## src/rtl/mcm_pkg.sv

```systemverilog
// rtl/mcm_pkg.sv - shared sizes, FSM states and table address packing for the MCM scheduler
package mcm_pkg;
  localparam int N  = 8;
  localparam int PW = 8;
  localparam int CW = 32;
  localparam int IW = $clog2(N + 1);

  localparam logic [IW-1:0] N_MAX = IW'(N);

  typedef enum logic [2:0] {
    S_IDLE,
    S_INIT,
    S_SETUP,
    S_ITER,
    S_WB,
    S_DONE
  } state_t;

  function automatic logic [2*IW-1:0] pack_addr(input logic [IW-1:0] i, input logic [IW-1:0] j);
    return {i, j};
  endfunction
endpackage

```

## src/rtl/mcm_if.sv

```systemverilog
// rtl/mcm_if.sv - host, computation-unit and table-RAM signals of the MCM scheduler
interface mcm_if;
  import mcm_pkg::*;

  logic            dim_we;
  logic [IW-1:0]   dim_addr;
  logic [PW-1:0]   dim_data;
  logic            start;
  logic [IW-1:0]   n;
  logic            busy;
  logic            done;
  logic            err;
  logic            cu_clr;
  logic            cu_en;
  logic [PW-1:0]   pi;
  logic [PW-1:0]   pk;
  logic [PW-1:0]   pj;
  logic [CW-1:0]   kc;
  logic [2*IW-1:0] tbl_ra0;
  logic [2*IW-1:0] tbl_ra1;
  logic [CW-1:0]   mki;
  logic [CW-1:0]   mkj1;
  logic [CW-1:0]   cu_min;
  logic [CW-1:0]   cu_ko;
  logic            tbl_we;
  logic [2*IW-1:0] tbl_wa;
  logic [CW-1:0]   cost_wd;
  logic [CW-1:0]   split_wd;

  modport master (
    input  dim_we, dim_addr, dim_data, start, n, mki, mkj1, cu_min, cu_ko,
    output busy, done, err, cu_clr, cu_en, pi, pk, pj, kc, tbl_ra0, tbl_ra1,
           tbl_we, tbl_wa, cost_wd, split_wd
  );

  modport slave (
    output dim_we, dim_addr, dim_data, start, n, mki, mkj1, cu_min, cu_ko,
    input  busy, done, err, cu_clr, cu_en, pi, pk, pj, kc, tbl_ra0, tbl_ra1,
           tbl_we, tbl_wa, cost_wd, split_wd
  );
endinterface

```

## src/rtl/mcm_dim_rf.sv

```systemverilog
// rtl/mcm_dim_rf.sv - (N+1) x PW dimension register file, one write port, three async read ports
module mcm_dim_rf
  import mcm_pkg::*;
(
  input  logic          clk,
  input  logic          rst,
  input  logic          i_we,
  input  logic [IW-1:0] i_waddr,
  input  logic [PW-1:0] i_wdata,
  input  logic [IW-1:0] i_ra_im1,
  input  logic [IW-1:0] i_ra_k,
  input  logic [IW-1:0] i_ra_j,
  output logic [PW-1:0] o_rd_im1,
  output logic [PW-1:0] o_rd_k,
  output logic [PW-1:0] o_rd_j
);
  logic [PW-1:0] r_p [0:N];

  always_ff @(posedge clk or negedge rst) begin
    if (!rst) begin
      for (int a = 0; a <= N; a++) r_p[a] <= '0;
    end else if (i_we && (i_waddr <= N_MAX)) begin
      r_p[i_waddr] <= i_wdata;
    end
  end

  // Out-of-range addresses (e.g. i-1 while i is still 0) read as zero.
  assign o_rd_im1 = (i_ra_im1 <= N_MAX) ? r_p[i_ra_im1] : '0;
  assign o_rd_k   = (i_ra_k   <= N_MAX) ? r_p[i_ra_k]   : '0;
  assign o_rd_j   = (i_ra_j   <= N_MAX) ? r_p[i_ra_j]   : '0;
endmodule

```

## src/rtl/mcm_scheduler.sv

```systemverilog
// rtl/mcm_scheduler.sv - matrix-chain DP sequencer: walks L/i/k, drives the min unit, writes cost/split tables
module mcm_scheduler
  import mcm_pkg::*;
(
  input  logic clk,
  input  logic rst,
  mcm_if.master bus
);
  state_t r_state, w_next;

  logic [IW-1:0]   r_n, r_l, r_i, r_j, r_k;
  logic            r_err;
  logic [PW-1:0]   r_pi, r_pk, r_pj;
  logic [CW-1:0]   r_kc;
  logic [2*IW-1:0] r_ra0, r_ra1;

  logic            w_busy, w_valid_n, w_init_last, w_k_last, w_more_i, w_more_l;
  logic [PW-1:0]   w_rd_im1, w_rd_k, w_rd_j;
  logic [2*IW-1:0] w_ra0, w_ra1;

  assign w_valid_n   = (bus.n != '0) && (bus.n <= N_MAX);
  assign w_init_last = (r_i == r_n);
  assign w_k_last    = (r_k == r_j - IW'(1));
  assign w_more_i    = (r_i < r_n - r_l + IW'(1));
  assign w_more_l    = (r_l < r_n);
  // An invalid n passes through DONE without ever raising busy.
  assign w_busy      = (r_state != S_IDLE) && !((r_state == S_DONE) && r_err);
  assign w_ra0       = pack_addr(r_i, r_k);
  assign w_ra1       = pack_addr(r_k + IW'(1), r_j);

  mcm_dim_rf u_dim_rf (
    .clk      (clk),
    .rst      (rst),
    .i_we     (bus.dim_we && !w_busy),
    .i_waddr  (bus.dim_addr),
    .i_wdata  (bus.dim_data),
    .i_ra_im1 (r_i - IW'(1)),
    .i_ra_k   (r_k),
    .i_ra_j   (r_j),
    .o_rd_im1 (w_rd_im1),
    .o_rd_k   (w_rd_k),
    .o_rd_j   (w_rd_j)
  );

  always_ff @(posedge clk or negedge rst) begin
    if (!rst) r_state <= S_IDLE;
    else      r_state <= w_next;
  end

  always_comb begin
    w_next = r_state;
    case (r_state)
      S_IDLE:  if (bus.start) w_next = w_valid_n ? S_INIT : S_DONE;
      S_INIT:  if (w_init_last) w_next = (r_n == IW'(1)) ? S_DONE : S_SETUP;
      S_SETUP: w_next = S_ITER;
      S_ITER:  if (w_k_last) w_next = S_WB;
      S_WB:    w_next = (w_more_i || w_more_l) ? S_SETUP : S_DONE;
      S_DONE:  w_next = S_IDLE;
      default: w_next = S_IDLE;
    endcase
  end

  always_ff @(posedge clk or negedge rst) begin
    if (!rst) begin
      r_n   <= '0;
      r_l   <= '0;
      r_i   <= '0;
      r_j   <= '0;
      r_k   <= '0;
      r_err <= 1'b0;
      r_pi  <= '0;
      r_pk  <= '0;
      r_pj  <= '0;
      r_kc  <= '0;
      r_ra0 <= '0;
      r_ra1 <= '0;
    end else begin
      case (r_state)
        S_IDLE: if (bus.start) begin
          r_n   <= bus.n;
          r_i   <= IW'(1);
          r_err <= !w_valid_n;
        end
        S_INIT: if (w_init_last) begin
          r_i <= IW'(1);
          r_l <= IW'(2);
        end else begin
          r_i <= r_i + IW'(1);
        end
        S_SETUP: begin
          r_j <= r_i + r_l - IW'(1);
          r_k <= r_i;
        end
        S_ITER: begin
          r_k   <= r_k + IW'(1);
          r_pi  <= w_rd_im1;
          r_pk  <= w_rd_k;
          r_pj  <= w_rd_j;
          r_kc  <= CW'(r_k);
          r_ra0 <= w_ra0;
          r_ra1 <= w_ra1;
        end
        S_WB: if (w_more_i) begin
          r_i <= r_i + IW'(1);
        end else if (w_more_l) begin
          r_l <= r_l + IW'(1);
          r_i <= IW'(1);
        end
        default: ;
      endcase
    end
  end

  // Operands are live during ITER and frozen at their last ITER values otherwise.
  always_comb begin
    bus.busy     = w_busy;
    bus.done     = (r_state == S_DONE);
    bus.err      = (r_state == S_DONE) && r_err;
    bus.cu_clr   = (r_state == S_SETUP);
    bus.cu_en    = (r_state == S_ITER);
    bus.pi       = r_pi;
    bus.pk       = r_pk;
    bus.pj       = r_pj;
    bus.kc       = r_kc;
    bus.tbl_ra0  = r_ra0;
    bus.tbl_ra1  = r_ra1;
    bus.tbl_we   = 1'b0;
    bus.tbl_wa   = '0;
    bus.cost_wd  = '0;
    bus.split_wd = '0;
    case (r_state)
      S_INIT: begin
        bus.tbl_we = 1'b1;
        bus.tbl_wa = pack_addr(r_i, r_i);
      end
      S_ITER: begin
        bus.pi      = w_rd_im1;
        bus.pk      = w_rd_k;
        bus.pj      = w_rd_j;
        bus.kc      = CW'(r_k);
        bus.tbl_ra0 = w_ra0;
        bus.tbl_ra1 = w_ra1;
      end
      S_WB: begin
        bus.tbl_we   = 1'b1;
        bus.tbl_wa   = pack_addr(r_i, r_j);
        bus.cost_wd  = bus.cu_min;
        bus.split_wd = bus.cu_ko;
      end
      default: ;
    endcase
  end
endmodule

```

## src/flat_wrapper.sv

```systemverilog
// flat-port wrapper written by rule: the top's interface ports become plain ports
module mcm_scheduler_flat import mcm_pkg::*;
  (clk, rst, bus_dim_we, bus_dim_addr, bus_dim_data, bus_start, bus_n, bus_mki, bus_mkj1, bus_cu_min, bus_cu_ko, bus_busy, bus_done, bus_err, bus_cu_clr, bus_cu_en, bus_pi, bus_pk, bus_pj, bus_kc, bus_tbl_ra0, bus_tbl_ra1, bus_tbl_we, bus_tbl_wa, bus_cost_wd, bus_split_wd);
  mcm_if bus_i ();
  input  logic clk;
  input  logic rst;
  input wire logic [$bits(bus_i.dim_we)-1:0] bus_dim_we;
  input wire logic [$bits(bus_i.dim_addr)-1:0] bus_dim_addr;
  input wire logic [$bits(bus_i.dim_data)-1:0] bus_dim_data;
  input wire logic [$bits(bus_i.start)-1:0] bus_start;
  input wire logic [$bits(bus_i.n)-1:0] bus_n;
  input wire logic [$bits(bus_i.mki)-1:0] bus_mki;
  input wire logic [$bits(bus_i.mkj1)-1:0] bus_mkj1;
  input wire logic [$bits(bus_i.cu_min)-1:0] bus_cu_min;
  input wire logic [$bits(bus_i.cu_ko)-1:0] bus_cu_ko;
  output wire logic [$bits(bus_i.busy)-1:0] bus_busy;
  output wire logic [$bits(bus_i.done)-1:0] bus_done;
  output wire logic [$bits(bus_i.err)-1:0] bus_err;
  output wire logic [$bits(bus_i.cu_clr)-1:0] bus_cu_clr;
  output wire logic [$bits(bus_i.cu_en)-1:0] bus_cu_en;
  output wire logic [$bits(bus_i.pi)-1:0] bus_pi;
  output wire logic [$bits(bus_i.pk)-1:0] bus_pk;
  output wire logic [$bits(bus_i.pj)-1:0] bus_pj;
  output wire logic [$bits(bus_i.kc)-1:0] bus_kc;
  output wire logic [$bits(bus_i.tbl_ra0)-1:0] bus_tbl_ra0;
  output wire logic [$bits(bus_i.tbl_ra1)-1:0] bus_tbl_ra1;
  output wire logic [$bits(bus_i.tbl_we)-1:0] bus_tbl_we;
  output wire logic [$bits(bus_i.tbl_wa)-1:0] bus_tbl_wa;
  output wire logic [$bits(bus_i.cost_wd)-1:0] bus_cost_wd;
  output wire logic [$bits(bus_i.split_wd)-1:0] bus_split_wd;
  assign bus_i.dim_we = bus_dim_we;
  assign bus_i.dim_addr = bus_dim_addr;
  assign bus_i.dim_data = bus_dim_data;
  assign bus_i.start = bus_start;
  assign bus_i.n = bus_n;
  assign bus_i.mki = bus_mki;
  assign bus_i.mkj1 = bus_mkj1;
  assign bus_i.cu_min = bus_cu_min;
  assign bus_i.cu_ko = bus_cu_ko;
  assign bus_busy = bus_i.busy;
  assign bus_done = bus_i.done;
  assign bus_err = bus_i.err;
  assign bus_cu_clr = bus_i.cu_clr;
  assign bus_cu_en = bus_i.cu_en;
  assign bus_pi = bus_i.pi;
  assign bus_pk = bus_i.pk;
  assign bus_pj = bus_i.pj;
  assign bus_kc = bus_i.kc;
  assign bus_tbl_ra0 = bus_i.tbl_ra0;
  assign bus_tbl_ra1 = bus_i.tbl_ra1;
  assign bus_tbl_we = bus_i.tbl_we;
  assign bus_tbl_wa = bus_i.tbl_wa;
  assign bus_cost_wd = bus_i.cost_wd;
  assign bus_split_wd = bus_i.split_wd;
  mcm_scheduler u_core (.clk(clk), .rst(rst), .bus(bus_i));
endmodule
```

## config.mk

```make
export PLATFORM = sky130hd
export DESIGN_NAME = mcm_scheduler_flat
export DESIGN_NICKNAME = d
export VERILOG_FILES = /design/src/rtl/mcm_pkg.sv /design/src/rtl/mcm_if.sv /design/src/rtl/mcm_dim_rf.sv /design/src/rtl/mcm_scheduler.sv /design/src/flat_wrapper.sv
export SDC_FILE = /design/constraint.sdc
export NUM_CORES = 1
export LEC_CHECK = 0
export CAP_MARGIN = 10
export CORE_MARGIN = 2
export CORE_UTILIZATION = 40
export DETAILED_ROUTE_END_ITERATION = 12
export GPL_TIMING_DRIVEN = 0
export PLACE_DENSITY = 0.71
export SLEW_MARGIN = 10
export SYNTH_ARGS = -nofsm -noshare
export SYNTH_HDL_FRONTEND = slang
export SYNTH_SLANG_ARGS = --single-unit
export TNS_END_PERCENT = 100
```

## constraint.sdc

```tcl
create_clock -name clk -period 4.62 [get_ports clk]
set_clock_uncertainty 0.1 [all_clocks]
set_input_delay 0.924 -clock clk [delete_from_list [all_inputs] [get_ports clk]]
set_output_delay 0.924 -clock clk [all_outputs]
set_load 0.02 [all_outputs]
```

==> results of run 1 <==
[path summary, 6_finish.rpt]
| path | to | cells past startpoint |
|---|---|---|
| setup / recovery | bus_pi[5] | 9 |
| hold / removal | u_core.r_kc[30] | 1 |
| setup reg to reg | u_core.r_l[3] | 12 |
| hold reg to reg | u_core.r_ra1[2] | 2 |
| max in group asynchronous | u_core.u_dim_rf.r_p[14] | 2 |
| min in group clk | u_core.r_ra1[2] | 2 |
[flip-flops by register name, summed over array words and instances, names as in the netlist, 3 cells and up]
| register | cells |
|---|---|
| u_core.r_pk | 8 |
| u_core.r_j | 4 |
| u_core.r_ra1 | 8 |
| u_core.r_pi | 8 |
| u_core.r_n | 4 |
| u_core.r_ra0 | 8 |
| u_core.r_i | 4 |
| u_core.u_dim_rf.r_p | 72 |
| u_core.r_state | 3 |
| u_core.r_l | 4 |
| u_core.r_k | 4 |
| u_core.r_pj | 8 |
| u_core.r_kc | 32 |
[power by group through the flow]
stage / logic [mW] / clock network [mW] / registers [mW]
floorplan: 2.75 / 0 / 2.24
finish: 4.16 / 1.60 / 2.37
global route: 4.47 / 1.67 / 2.43
global placement: 4.02 / 0 / 2.35
CTS: 4.16 / 1.61 / 2.36
detailed placement: 4.09 / 0 / 2.38
[area by class of cell]
type	count	area share, %
Sequential cell	168	33.43
Multi-Input combinational cell	520	37.24
Clock buffer	21	3.739
Tap cell	285	2.834
Inverter	25	0.7459
Timing Repair Buffer	233	18.72
Buffer	49	1.760
Clock inverter	11	1.542
[placed cells by master, fill, tap and decap left out, types with 4 or more instances in the layout]
cell	netlist	layout
a21oi_1	7	7
a221o_1	24	24
and2_1	95	95
buf_2	7	7
bufinv_16	0	5
clkbuf_1	38	32
clkbuf_16	0	17
clkbuf_2	0	6
clkdlybuf4s50_1	0	229
clkinvlp_4	0	4
dfrtp_1	168	167
ha_1	22	21
inv_1	25	25
mux2_2	70	70
mux2i_1	27	27
mux4_2	48	48
nand2_1	59	59
nand2b_1	4	4
nand3_1	9	9
nor2_1	27	26
nor2b_1	5	5
nor3_1	24	24
o21ai_0	21	21
o22ai_1	5	5
xnor2_1	18	18
[routing by layer]
metal / part of all wire [%] / track usage, % / up-vias
met4: 1.7 / 7.099 / 0
met3: 6.0 / 4.513 / 32
met5: 0 / 0 / -
met1: 44 / 29.09 / 3682
met2: 49 / 34.81 / 283
li1: - / - / 3254
[cells by family after synthesis]
| logic type | Yosys count |
|---|---|
| muxes | 148 |
| DFF | 168 |
| AOI/OAI and AO/OA | 81 |
| adders and majority gates | 24 |
| buffers and inverters | 75 |
| and+or+nand+nor | 246 |
| xor gates and xnor gates | 21 |
[critical path, stage by stage (launching register included)]
cell	delay, ps
dfrtp_2	470
buf_6	210
inv_1	180
ha_4	410
clkbuf_4	280
mux4_2	330
mux2i_1	210
nor2_1	100
a221o_1	290
clkdlybuf4s50_1	550
[what timing repair did]
item                       in CTS  in global routing
pin swaps                       0                  1
setup endpoints to repair      41                 42
setup buffers                   0                  1
resized for setup              15                 12
gates cloned                    0                  0
==> metrics.md, run 1 <==
| Metric | Value |
|---|---|
| Final min period | 4501 ps |
| Largest family of logic cells by synthesized area | multiplexers |
| Adder-cell share of the synthesized area | 3.451% |
| Vias in the first global route | 7179 |
| Clk root buf | clkbuf_16 |
| Fin. max-slew vios | 0 |
| Ys async rst share | 100.0% |
| Simple-gate portion of the synthesized area | 14.90% |
| Grt ovf | 0 |
| Avg Cell Area, Syn | 11.97 sq um |
| Cells after Synth | 763 |
| Design area | 12580 sq um |
| Status | finished, final reports clean |
| Post-Syn Nets | 935 |
| Design Power | 8.133 mW |
| Placed inst area | 11850 sq um |
| Die Ht | 155.1 um |
| Sequential share of power | 29.2% |
| EDFF count, synth | 0 |
| Post-synth top cells | 168 x dfrtp_1, 95 x and2_1, 70 x mux2_2, 59 x nand2_1, 48 x mux4_2 |
| Reg area | 4205 sq um |
| Routed WL | 25.72 mm |
| Crit Path Max Fanout | 10 |
| Largest buffer count on any clock path | 2 |
| Antenna violations before repair | 0 |
| Worst hold path type | in2async |
| Final Wtd Congestion | 0.8871 |
| Fillcell total | 1874 |
| Layout cells sized above 1 | 18.01% |
| Critical Path RT | 3600 ps |
| Port bufs | 231 |
| Layout Nets | 1186 |
| Post-synthesis xor/xnor area fraction | 2.013% |
| Largest net degree at the start of global routing | 91 |
| Hold buffers post-CTS | 0 |
| Sequential fraction of the synthesis area | 46.01% |
| Core region area | 22500 sq um |
| Net switching power | 3.171 mW |
| Total GRT Usage | 21.52% |
| Fin crit share | 97.43% |
| H-tree depth | 4 |
| Setup_tns | 0 ps |
| Initial DRC Count | 560 |
| Setup Slack @ Placement | -920.7 ps |
| TritonCTS sink count | 168 |
| Slew @ Worst Pin | 989.5 ps |
| Synth area leader | dfrtp_1 |
| Clock power share | 19.6% |
| Post-synthesis mux area share | 23.79% |
| Critical Path AT | 3480 ps |
| DIE AREA | 24070 sq um |
| Post-synth cell types | 55 |
| Final hold violation count | 0 |
| Via Count | 7251 |
| Reg2reg setup slack | 1250 ps |
| Most numerous cell in the Yosys netlist | dfrtp_1 |
| CTS tree | done |
| MaxCap Viol Count | 0 |
| CP Class | reg2out |
| Die width | 155.1 um |
| Avg WL per Cell | 19.60 um |
| Peak Freq | 222.2 MHz |
| Post-synthesis compound-gate area fraction | 6.656% |
| DRC Markers | 0 |
| CTS clk-pin slew, worst paths | 60 ps |
| Combinational share of power | 51.2% |
| Slew HR | 34.03% |
| R2R Path Start | u_core.r_n[1] |
| Crit start category | flip-flop |
| Initial Util | 40.60% |
| Switching power share of the total | 38.98% |
| Leakage power | 5.460 nW |
| Final setup vio count | 0 |
| Internal Power | 4.963 mW |
| Seq cells post-synth | 168 |
| Synthesized area | 9136 sq um |
| Top-area cell type share of the netlist area | 46.01% |
| Element type at the critical path end | output port |
| Fin util | 55.91% |
| First-pass GRT wire length | 40.23 mm |
| YS warnings | 0 |
| Setup crit start | u_core.r_i[0] |
| Final Hold Slack | 354.9 ps |
| Power density over cell area | 646.5 nW/um^2 |
| Area occupied by multi-input gates | 4684 sq um |
| Skew-Pair Late Insertion Delay | 440 ps |
| Max IR drop VDD | 300.7 uV |
| Ys flop type | dfrtp_1 |
| DR pass1 iterations | 5 |
| Vias/cell | 5.527 |
| Detail Placement HPWL | 18.87 mm |
| Ranking of synthesized cells by area | dfrtp_1 46%, mux4_2 12%, mux2_2 8.6%, and2_1 6.5%, ha_1 3.0% |
| Fin worst setup slack | 118.7 ps |
| DRT antenna net count | 0 |
| Antenna diodes | 0 |
| # rows | 55 |
| Dpl cells | 1280 |
| CTS Buf Count | 17 |
| Post-route insts no fill | 1312 |
| # IOs | 298 |
| Layout area overhead | 37.70% |
Note: power is estimated with default switching activity, not from simulation.
==> run 2: changes to the inputs <==
Settings changed: SKIP_LAST_GASP set to 1.
==> results of run 2 <==
Final layout, timing and power as in run 1 (identical DEF).
